==> config.mk <==
export PLATFORM = sky130hd
export DESIGN_NAME = block_stream_gen_flat
export DESIGN_NICKNAME = d
export VERILOG_FILES = /design/src/rtl/block_stream_gen_pkg.sv /design/src/rtl/block_stream_gen_if.sv /design/src/rtl/block_stream_gen_char_rom.sv /design/src/rtl/block_stream_gen.sv /design/src/flat_wrapper.sv
export SDC_FILE = /design/constraint.sdc
export NUM_CORES = 1
export LEC_CHECK = 0
export CAP_MARGIN = 20
export CORE_MARGIN = 10
export CORE_UTILIZATION = 49
export DETAILED_ROUTE_END_ITERATION = 7
export PLACE_DENSITY = 0.77
export SLEW_MARGIN = 10
export SYNTH_ARGS = -nofsm -noshare
export SYNTH_HDL_FRONTEND = slang
export SYNTH_SLANG_ARGS = --single-unit
==> constraint.sdc <==
create_clock -name clk -period 5.2 [get_ports clk]
set_input_delay 0.78 -clock clk [delete_from_list [all_inputs] [get_ports clk]]
set_output_delay 0.78 -clock clk [all_outputs]
set_load 0.01 [all_outputs]
==> src/rtl/block_stream_gen_pkg.sv <==
// Shared definitions for the BEGIN/END character-stream transmitter:
// command encoding, FSM states, ASCII constants and word lengths.
package block_stream_pkg;

  typedef enum logic [1:0] {
    CMD_BEGIN  = 2'd0,
    CMD_END    = 2'd1,
    CMD_FILLER = 2'd2,
    CMD_SPACE  = 2'd3
  } cmd_t;

  typedef enum logic [1:0] {
    ST_IDLE = 2'd0,
    ST_EMIT = 2'd1,
    ST_SEP  = 2'd2
  } state_t;

  localparam logic [7:0] ASCII_SPACE = 8'h20;
  localparam logic [7:0] ASCII_B     = 8'h62;
  localparam logic [7:0] ASCII_E     = 8'h65;
  localparam logic [7:0] ASCII_G     = 8'h67;
  localparam logic [7:0] ASCII_I     = 8'h69;
  localparam logic [7:0] ASCII_N     = 8'h6E;
  localparam logic [7:0] ASCII_D     = 8'h64;
  localparam logic [7:0] ASCII_X     = 8'h78;
  localparam logic [7:0] CASE_BIT    = 8'h20;

  localparam logic [3:0] LEN_BEGIN = 4'd5;
  localparam logic [3:0] LEN_END   = 4'd3;

  // Letters emitted for a word; a FILLER length of 0 encodes 8.
  function automatic logic [3:0] word_len(input cmd_t c, input logic [2:0] len);
    case (c)
      CMD_BEGIN:  word_len = LEN_BEGIN;
      CMD_END:    word_len = LEN_END;
      CMD_FILLER: word_len = (len == 3'd0) ? 4'd8 : {1'b0, len};
      default:    word_len = 4'd1;
    endcase
  endfunction

endpackage

==> src/rtl/block_stream_gen_if.sv <==
// Command handshake bus between a token sender and block_stream_gen.
interface block_stream_gen_if;
  logic       cmd_valid;
  logic       cmd_ready;
  logic [1:0] cmd;
  logic [2:0] cmd_len;
  logic [7:0] case_mask;

  modport master (output cmd_valid, cmd, cmd_len, case_mask, input cmd_ready);
  modport slave  (input cmd_valid, cmd, cmd_len, case_mask, output cmd_ready);
endinterface

==> src/rtl/block_stream_gen_char_rom.sv <==
// Combinational character lookup: (command, letter index, uppercase) -> ASCII.
module block_char_rom
  import block_stream_pkg::*;
(
  input  cmd_t       i_cmd,
  input  logic [2:0] i_index,
  input  logic       i_upper,
  output logic [7:0] o_char
);

  logic [7:0] w_lower;

  always_comb begin
    w_lower = ASCII_SPACE;
    case (i_cmd)
      CMD_BEGIN: begin
        case (i_index)
          3'd0:    w_lower = ASCII_B;
          3'd1:    w_lower = ASCII_E;
          3'd2:    w_lower = ASCII_G;
          3'd3:    w_lower = ASCII_I;
          3'd4:    w_lower = ASCII_N;
          default: w_lower = ASCII_SPACE;
        endcase
      end
      CMD_END: begin
        case (i_index)
          3'd0:    w_lower = ASCII_E;
          3'd1:    w_lower = ASCII_N;
          3'd2:    w_lower = ASCII_D;
          default: w_lower = ASCII_SPACE;
        endcase
      end
      CMD_FILLER: w_lower = ASCII_X;
      default:    w_lower = ASCII_SPACE;
    endcase
  end

  assign o_char = (i_upper && (w_lower != ASCII_SPACE)) ? (w_lower & ~CASE_BIT) : w_lower;

endmodule

==> src/rtl/block_stream_gen.sv <==
// Token-to-character transmitter feeding the BEGIN/END block checker.
// Optional BLOCK_GEN_DEPTH_GUARD_EN: illegal BEGIN/END are swallowed and flagged on drop.
module block_stream_gen
  import block_stream_pkg::*;
#(
  parameter int unsigned DEPTH_W = 4
) (
  input  logic               clk,
  input  logic               reset,
  block_stream_gen_if.slave  cmd_if,
  output logic [7:0]         out,
  output logic [DEPTH_W-1:0] depth,
  output logic               balanced,
  output logic               err,
  output logic               drop
);

  state_t             r_state, w_next;
  cmd_t               r_cmd;
  logic [2:0]         r_len;
  logic [7:0]         r_mask;
  logic [2:0]         r_index;
  logic [7:0]         r_out;
  logic [DEPTH_W-1:0] r_depth;

  cmd_t       w_cmd;
  logic       w_ready, w_accept, w_last, w_full, w_empty, w_bad, w_guard;
  logic [7:0] w_rom, w_char;

  assign w_cmd    = cmd_t'(cmd_if.cmd);
  assign w_accept = cmd_if.cmd_valid & w_ready;
  assign w_last   = ({1'b0, r_index} == (word_len(r_cmd, r_len) - 4'd1));
  assign w_full   = (r_depth == '1);
  assign w_empty  = (r_depth == '0);
  assign w_bad    = w_accept && (((w_cmd == CMD_BEGIN) && w_full) ||
                                 ((w_cmd == CMD_END) && w_empty));
`ifdef BLOCK_GEN_DEPTH_GUARD_EN
  assign w_guard = w_bad;
`else
  assign w_guard = 1'b0;
`endif

  always_ff @(posedge clk) begin
    if (reset) r_state <= ST_IDLE;
    else       r_state <= w_next;
  end

  always_comb begin
    w_next = r_state;
    case (r_state)
      ST_IDLE, ST_SEP: begin
        if (!w_accept || w_guard)     w_next = ST_IDLE;
        else if (w_cmd == CMD_SPACE)  w_next = ST_SEP;
        else                          w_next = ST_EMIT;
      end
      ST_EMIT: if (w_last) w_next = ST_SEP;
      default: w_next = ST_IDLE;
    endcase
  end

  always_comb begin
    w_ready = (r_state != ST_EMIT);
    w_char  = (r_state == ST_EMIT) ? w_rom : ASCII_SPACE;
  end

  block_char_rom u_rom (
    .i_cmd   (r_cmd),
    .i_index (r_index),
    .i_upper (r_mask[r_index]),
    .o_char  (w_rom)
  );

  always_ff @(posedge clk) begin
    if (reset) begin
      r_cmd   <= CMD_SPACE;
      r_len   <= '0;
      r_mask  <= '0;
      r_index <= '0;
      r_out   <= ASCII_SPACE;
    end else begin
      r_out <= w_char;
      if (w_accept) begin
        r_cmd   <= w_cmd;
        r_len   <= cmd_if.cmd_len;
        r_mask  <= cmd_if.case_mask;
        r_index <= '0;
      end else if (r_state == ST_EMIT) begin
        r_index <= r_index + 3'd1;
      end
    end
  end

  always_ff @(posedge clk) begin
    if (reset) begin
      r_depth <= '0;
    end else if (w_accept) begin
      if ((w_cmd == CMD_BEGIN) && !w_full)  r_depth <= r_depth + DEPTH_W'(1);
      if ((w_cmd == CMD_END) && !w_empty)   r_depth <= r_depth - DEPTH_W'(1);
    end
  end

`ifdef BLOCK_GEN_DEPTH_GUARD_EN
  logic r_drop;
  always_ff @(posedge clk) begin
    if (reset) r_drop <= 1'b0;
    else       r_drop <= w_bad;
  end
  assign drop = r_drop;
  assign err  = 1'b0;
`else
  logic r_err;
  always_ff @(posedge clk) begin
    if (reset)      r_err <= 1'b0;
    else if (w_bad) r_err <= 1'b1;
  end
  assign drop = 1'b0;
  assign err  = r_err;
`endif

  assign cmd_if.cmd_ready = w_ready;
  assign out              = r_out;
  assign depth            = r_depth;
  assign balanced         = w_empty && !err;

endmodule

==> src/flat_wrapper.sv <==
// flat-port wrapper written by rule: the top's interface ports become plain ports
module block_stream_gen_flat import block_stream_pkg::*;
#(
  parameter int unsigned DEPTH_W = 4
)
  (clk, reset, out, depth, balanced, err, drop, cmd_if_cmd_valid, cmd_if_cmd, cmd_if_cmd_len, cmd_if_case_mask, cmd_if_cmd_ready);
  block_stream_gen_if cmd_if_i ();
  input  logic clk;
  input  logic reset;
  output logic [7:0] out;
  output logic [DEPTH_W-1:0] depth;
  output logic balanced;
  output logic err;
  output logic drop;
  input wire logic [$bits(cmd_if_i.cmd_valid)-1:0] cmd_if_cmd_valid;
  input wire logic [$bits(cmd_if_i.cmd)-1:0] cmd_if_cmd;
  input wire logic [$bits(cmd_if_i.cmd_len)-1:0] cmd_if_cmd_len;
  input wire logic [$bits(cmd_if_i.case_mask)-1:0] cmd_if_case_mask;
  output wire logic [$bits(cmd_if_i.cmd_ready)-1:0] cmd_if_cmd_ready;
  assign cmd_if_i.cmd_valid = cmd_if_cmd_valid;
  assign cmd_if_i.cmd = cmd_if_cmd;
  assign cmd_if_i.cmd_len = cmd_if_cmd_len;
  assign cmd_if_i.case_mask = cmd_if_case_mask;
  assign cmd_if_cmd_ready = cmd_if_i.cmd_ready;
  block_stream_gen #(.DEPTH_W(DEPTH_W)) u_core (.clk(clk), .reset(reset), .cmd_if(cmd_if_i), .out(out), .depth(depth), .balanced(balanced), .err(err), .drop(drop));
endmodule
Word level (Yosys, flattened, before mapping)
Index checks and enable logic that the tools add are counted.
Widths: inputs -> output; s select.
{"block": "totals", "out_inout_bits": 16, "reg_bits": 31, "wordCells": 66, "in_bits": 16}
{"block": "op_classes", "muxes": 14, "bitwise": 2, "n_addsub": 4, "n_eq_ne": 15, "magnitude_cmp": 1, "n_reduce_logical": 22}
{"operator": "$pmux 7 s3", "n": 2}
{"operator": "$pmux 7 s5", "n": 1}
{"operator": "$mux 4", "n": 3}
{"operator": "$pmux 4 s3", "n": 1}
{"operator": "$sub 4x1->4 const B", "n": 2}
{"operator": "$logic_and 1x1->1", "n": 7}
{"operator": "$ne 7x6->1 const B", "n": 1}
{"operator": "$eq 2x1->1 const B", "n": 3}
{"operator": "$eq 2x2->1 const B", "n": 3}
{"operator": "$eq 3x2->1 const B", "n": 2}
{"operator": "$logic_not 2->1", "n": 3}
{"operator": "$logic_not 3->1", "n": 2}
{"operator": "$mux 2", "n": 3}
{"operator": "$mux 6", "n": 1}
{"operator": "$reduce_or 2->1", "n": 3}
{"operator": "$add 4x1->4 const B", "n": 1}
{"operator": "$eq 3x4->1", "n": 1}
{"operator": "$eq 4x4->1 const B", "n": 1}
{"operator": "$logic_not 4->1", "n": 1}
{"operator": "$lt 3x4->1 const B", "n": 1}
{"operator": "$ne 2x1->1 const B", "n": 2}
{"operator": "$pmux 2 s2", "n": 1}
{"operator": "$add 3x1->3 const B", "n": 1}
{"operator": "$bmux 1 s3", "n": 1}
{"operator": "other kinds (9)", "n": 11}

Logic depth before layout (Yosys ltp)
{"block": "depth", "word_depth": 7, "depth_mapped": 9, "depth_no_buf": 8}

Modules after synthesis
A second synthesis with hierarchy kept.
{"block": "hier_totals", "cells_unflattened": 184, "area_unflattened_um2": 1594.0}
{"mod": "block_stream_gen", "area_per_inst_um2": 1422.6, "seq_area_each_um2": 620.6, "n_inst": 1, "cells_per_inst": 156}
{"mod": "block_char_rom", "area_per_inst_um2": 171.4, "seq_area_each_um2": 0.0, "n_inst": 1, "cells_per_inst": 28}

Worst setup path before layout
No wires, ideal clock.
{"block": "synth_path", "kind": "reg-to-reg", "startpoint": "register u_core.r_depth[0] (netlist: u_core.depth[0])", "endpoint": "register u_core.r_depth[3] (netlist: u_core.depth[3])", "required_ns": 5.079, "t_arrival_ns": 2.367, "path_slack_ns": 2.712, "path_buffers": 1, "setup_time_ns": 0.121, "stages_incl_launch_ff": 10, "period_less_slack_ns": 2.488, "cell_sequence": "dfxtp_1 or4_4 buf_6 nand2_1 inv_1 ha_1 and3_2 o211ai_2 nor4b_2 mux2_4"}
{"block": "synth_via", "elab_chain_cells": 5, "word_cells_on_any_way": 12, "classes_between": "2 x add/sub; 1 x eq/ne; 2 x mux; 7 x reduce/logical"}
{"element": "start, declared", "line": "block_stream_gen.sv:24", "source": "logic [DEPTH_W-1:0] r_depth;"}
{"element": "start signal, assigned", "line": "block_stream_gen.sv:97", "source": "if ((w_cmd == CMD_BEGIN) && !w_full) r_depth <= r_depth + DEPTH_W'(1);"}
{"element": "start signal, assigned", "line": "block_stream_gen.sv:98", "source": "if ((w_cmd == CMD_END) && !w_empty) r_depth <= r_depth - DEPTH_W'(1);"}
{"element": "parallel branches: the longest is 5 deep, another holds $add 4x1->4"}
Parallel ways; which one is timed is not known. The select of a mux whose other input is x is not followed.
A chain may end at the register's enable or synchronous reset.

Worst setup path after layout
{"block": "layout_path", "startpoint": "input port cmd_if_cmd[0]", "endpoint": "register u_core.r_depth[3] (netlist: u_core.depth[3])"}
{"block": "layout_via", "elab_chain_cells": 4, "word_cells_on_any_way": 7, "classes_between": "1 x eq/ne; 1 x mux; 5 x reduce/logical"}
{"element": "start, declared", "line": "flat_wrapper.sv:16", "source": "input wire logic [$bits(cmd_if_i.cmd)-1:0] cmd_if_cmd;"}
{"element": "$eq 2x1->1 / $logic_not 2->1 (equally long branches)", "line": "block_stream_gen.sv:98, block_stream_gen.sv:97"}
{"element": "$logic_and 1x1->1 (on tied branches)", "line": "block_stream_gen.sv:98, block_stream_gen.sv:97"}
{"element": "$reduce_bool 2->1 (no line)"}
{"element": "$reduce_and 2->1 (no line)"}
Parallel ways exist; a longest one is shown, timed or not.

==> impl_metrics.yaml <==
run_status:
  outcome: "finished clean"
worst_setup_path:
  slowest_stage: "sky130_fd_sc_hd__clkdlybuf4s50_1"
  endpoint_class_of_the_critical_path: "flop"
  worstRegToRegCells: 8
  crit_arrival_ns: 3.28
  setup.worst_path.start: "cmd_if_cmd[0]"
  cp_cell_sequence: "clkdlybuf4s50_1 > nor2b_1 > nand2_1 > inv_1 > ha_1 > and3_2 > o211ai_2 > nor4b_2 > mux2_4"
  crit_path_max_fanout: 6
  worstSetupStartpointType: "input pin"
  cpPeakStageDelay_ns: 0.64
  worst_r2r_startpoint: "u_core.depth[0]"
  critical_path_required_ns: 5.44
  setup.worst_path.class: "input pin to flop"
drt:
  first_pass_iters: 4
  vias: 1356
  post-route-drc-count: 0
  wire_per_inst_um: 13.7
  wl_um: 3480
  routed_via_density: 5.34
  drt_first_iter_violations: 136
  detail-route-antenna-nets: 0
global_routing:
  grt_max_degree: 26
  globalRouteOverflowTotal: 0
  grt_pass1_wl_um: 6060
  total_global_route_track_usage_pct: 12.4
  grt_antenna_before_repair: 0
  number_of_global_route_vias_before_repair: 1333
sta:
  setup_viol_count_final: 0
  worst_slew_slack_as_a_fraction_of_its_limit_pct: 43.1
  period_share_pct: 58.4
  unrepaired_setup_endpoints_after_global_routing: "false"
  worst_slew_pin_slew_ns: 0.850
  tns_ns: 0
  fin_crit_ns: 3.04
  worst_clock_skew_ns: 0.00542
  slew_violations: 0
  final-hold-violation-count: 0
  fin_hold_ws_ns: 0.459
  timing.fmax_mhz: 329
yosys:
  asyncSetResetFlopFracSynth_pct: 0
  ys_types: 41
  cell_count_after_synthesis: 183
  syn_avg_cell_area_um2: 8.48
  netlist_top_cells_count: "sky130_fd_sc_hd__nand2_1 (32), sky130_fd_sc_hd__dfxtp_1 (30), sky130_fd_sc_hd__a21oi_1 (23)"
  ys.warnings.count: 0
  synth_top_cells_by_area: "sky130_fd_sc_hd__dfxtp_1 (39%), sky130_fd_sc_hd__nand2_1 (7.7%), sky130_fd_sc_hd__a21oi_1 (7.4%)"
  synth_top_area_share_pct: 38.7
  synth_most_common_cell: "sky130_fd_sc_hd__nand2_1"
  ys_ff_latch: 30
  netlist_area_um2: 1550
  synth_edf_count: 0
  seq_area_frac_synth_pct: 38.7
  synth_largest_area_cell: "sky130_fd_sc_hd__dfxtp_1"
  synth_ff_type: "sky130_fd_sc_hd__dfxtp_1"
die:
  initial_utilization_pct: 50.9
  rows: 20
  die_h_um: 76.3
  core_region_area_um2: 3050
  die_w_um: 76.3
  pin_count: 32
  design.die.area_um2: 5820
place:
  routabilityCongestion: 0.909
  portBuffers: 29
  detailed_place_hpwl_um: 2660
  placed_cells_incl_taps: 246
hold_path:
  timing.hold.worst.class: "flop to flop"
  whs_path_depth: 2
  hold_start: "u_core.r_mask[6]"
power_and_ir_drop:
  vdd.ir_drop.worst_mv: 0.139
  power.static_leakage_nw: 0.728
  power-per-cell-area_nw_per_um2: 267
  design_power_total_mw: 0.509
layout:
  fin_nets: 234
  num-fill-cells: 274
  final_layout_size_suffix_gt1_share_pct: 9.52
  layoutNonFillerInstCount: 254
  antenna_cells: 0
  area_growth_synth_to_finish_pct: 22.9
cts:
  tritoncts.num_buffers: 5
  post_cts_resize_count: 0
  cts.hold.buffers_added: 0
  tritoncts: "done"
  clock_tree.root_cell: "sky130_fd_sc_hd__clkbuf_4"
  worst_setup_hold_path_clk_slew_ns: 0.10
  cts_setup_buffers: 0
  cts.sinks: 30
  insertion_delay_ns: 0.34
  h-tree-depth: 2
  max-clock-path-buffers: 2
run:
  drv.max_cap_violation_count: 0
[stage by stage]
stage               util, %  cell area (um^2)  setup WS, ns
floorplan                 -              1560          2.71
global placement       60.4              1840          1.96
detailed placement     60.4              1840          1.83
CTS                    62.5              1910          2.19
global route           62.5              1910          2.07
finish                 62.5              1910          2.16
[cell families after synthesis]
group	count (synthesis)	synth area share (%)
other cells	1	0.242
mux	6	7.01
buf+inv	20	5.88
compound gates	41	16.0
fa+ha+maj	9	7.74
xor+xnor	4	2.26
flops	30	38.7
simple gates	72	22.2
[cell type report]
class	instances	area, um^2	area share (%)
Inverter	9	33.8	1.77
Timing Repair Buffer	29	290	15.2
Sequential cell	30	601	31.5
Tap cell	44	55.1	2.89
Multi-Input combinational cell	134	865	45.3
Clock buffer	6	51.3	2.69
Clock inverter	2	12.5	0.656
[sequential cells by signal, indices dropped and copies added (netlist names)]
signal and count:
u_core.r_index 3, u_core.depth 4, u_core.r_mask 8, u_core.r_len 3, u_core.r_cmd 2, u_core.err 1, u_core.out 7, u_core.r_state 2
[path summary, 6_finish.rpt]
check / to / slack (ns)
worst min register to register: u_core.r_mask[6] / 0.46
worst max register to register: u_core.depth[3] / 2.59
worst max-delay path: u_core.depth[3] / 2.16
worst min-delay path: u_core.r_mask[6] / 0.46
[power breakdown]
group	internal (mW)	leakage (nW)	switching (mW)	total, mW
Sequential	0.242	0.245	0.0112	0.253
Clock	0.0649	0.0343	0.0856	0.151
Combinational	0.0501	0.449	0.0546	0.105
Total	0.357	0.728	0.151	0.509
[per-layer routing]
metal,vias to the layer above,global-route usage [%],share of wire (%)
li1,677,-,-
met1,623,12.9,41
met2,44,20.4,48
met3,12,5.54,7.8
met4,0,7.06,2.8
met5,-,0,0
[cells in the final DEF (no fill, tap or decap), types with 2 or more instances in the layout]
cell type | Yosys | routed
sky130_fd_sc_hd__nand2_1 | 32 | 32
sky130_fd_sc_hd__inv_1 | 7 | 7
sky130_fd_sc_hd__nor2_1 | 13 | 13
sky130_fd_sc_hd__mux2_4 | 2 | 2
sky130_fd_sc_hd__o21ai_0 | 6 | 6
sky130_fd_sc_hd__xnor2_1 | 4 | 4
sky130_fd_sc_hd__nand2b_1 | 3 | 3
sky130_fd_sc_hd__or3_1 | 2 | 2
sky130_fd_sc_hd__conb_1 | 1 | 2
sky130_fd_sc_hd__a21oi_1 | 23 | 23
sky130_fd_sc_hd__a31oi_1 | 2 | 2
sky130_fd_sc_hd__dfxtp_1 | 30 | 30
sky130_fd_sc_hd__mux4_2 | 2 | 2
sky130_fd_sc_hd__clkdlybuf4s50_1 | 0 | 29
sky130_fd_sc_hd__ha_1 | 8 | 8
sky130_fd_sc_hd__nand3_1 | 7 | 7
sky130_fd_sc_hd__a211oi_1 | 3 | 3
sky130_fd_sc_hd__clkbuf_4 | 0 | 5
sky130_fd_sc_hd__nor3_1 | 4 | 4
sky130_fd_sc_hd__nor2b_1 | 4 | 4
[critical path: cells and delay by family]
family | cells | cell delay [ns]
and+or+nand+nor | 4 | 0.99
buffers and inverters | 2 | 0.74
muxes | 1 | 0.32
adders and majority gates | 1 | 0.27
AOI/OAI and AO/OA | 1 | 0.17
Power figures use the tool's default switching activity.
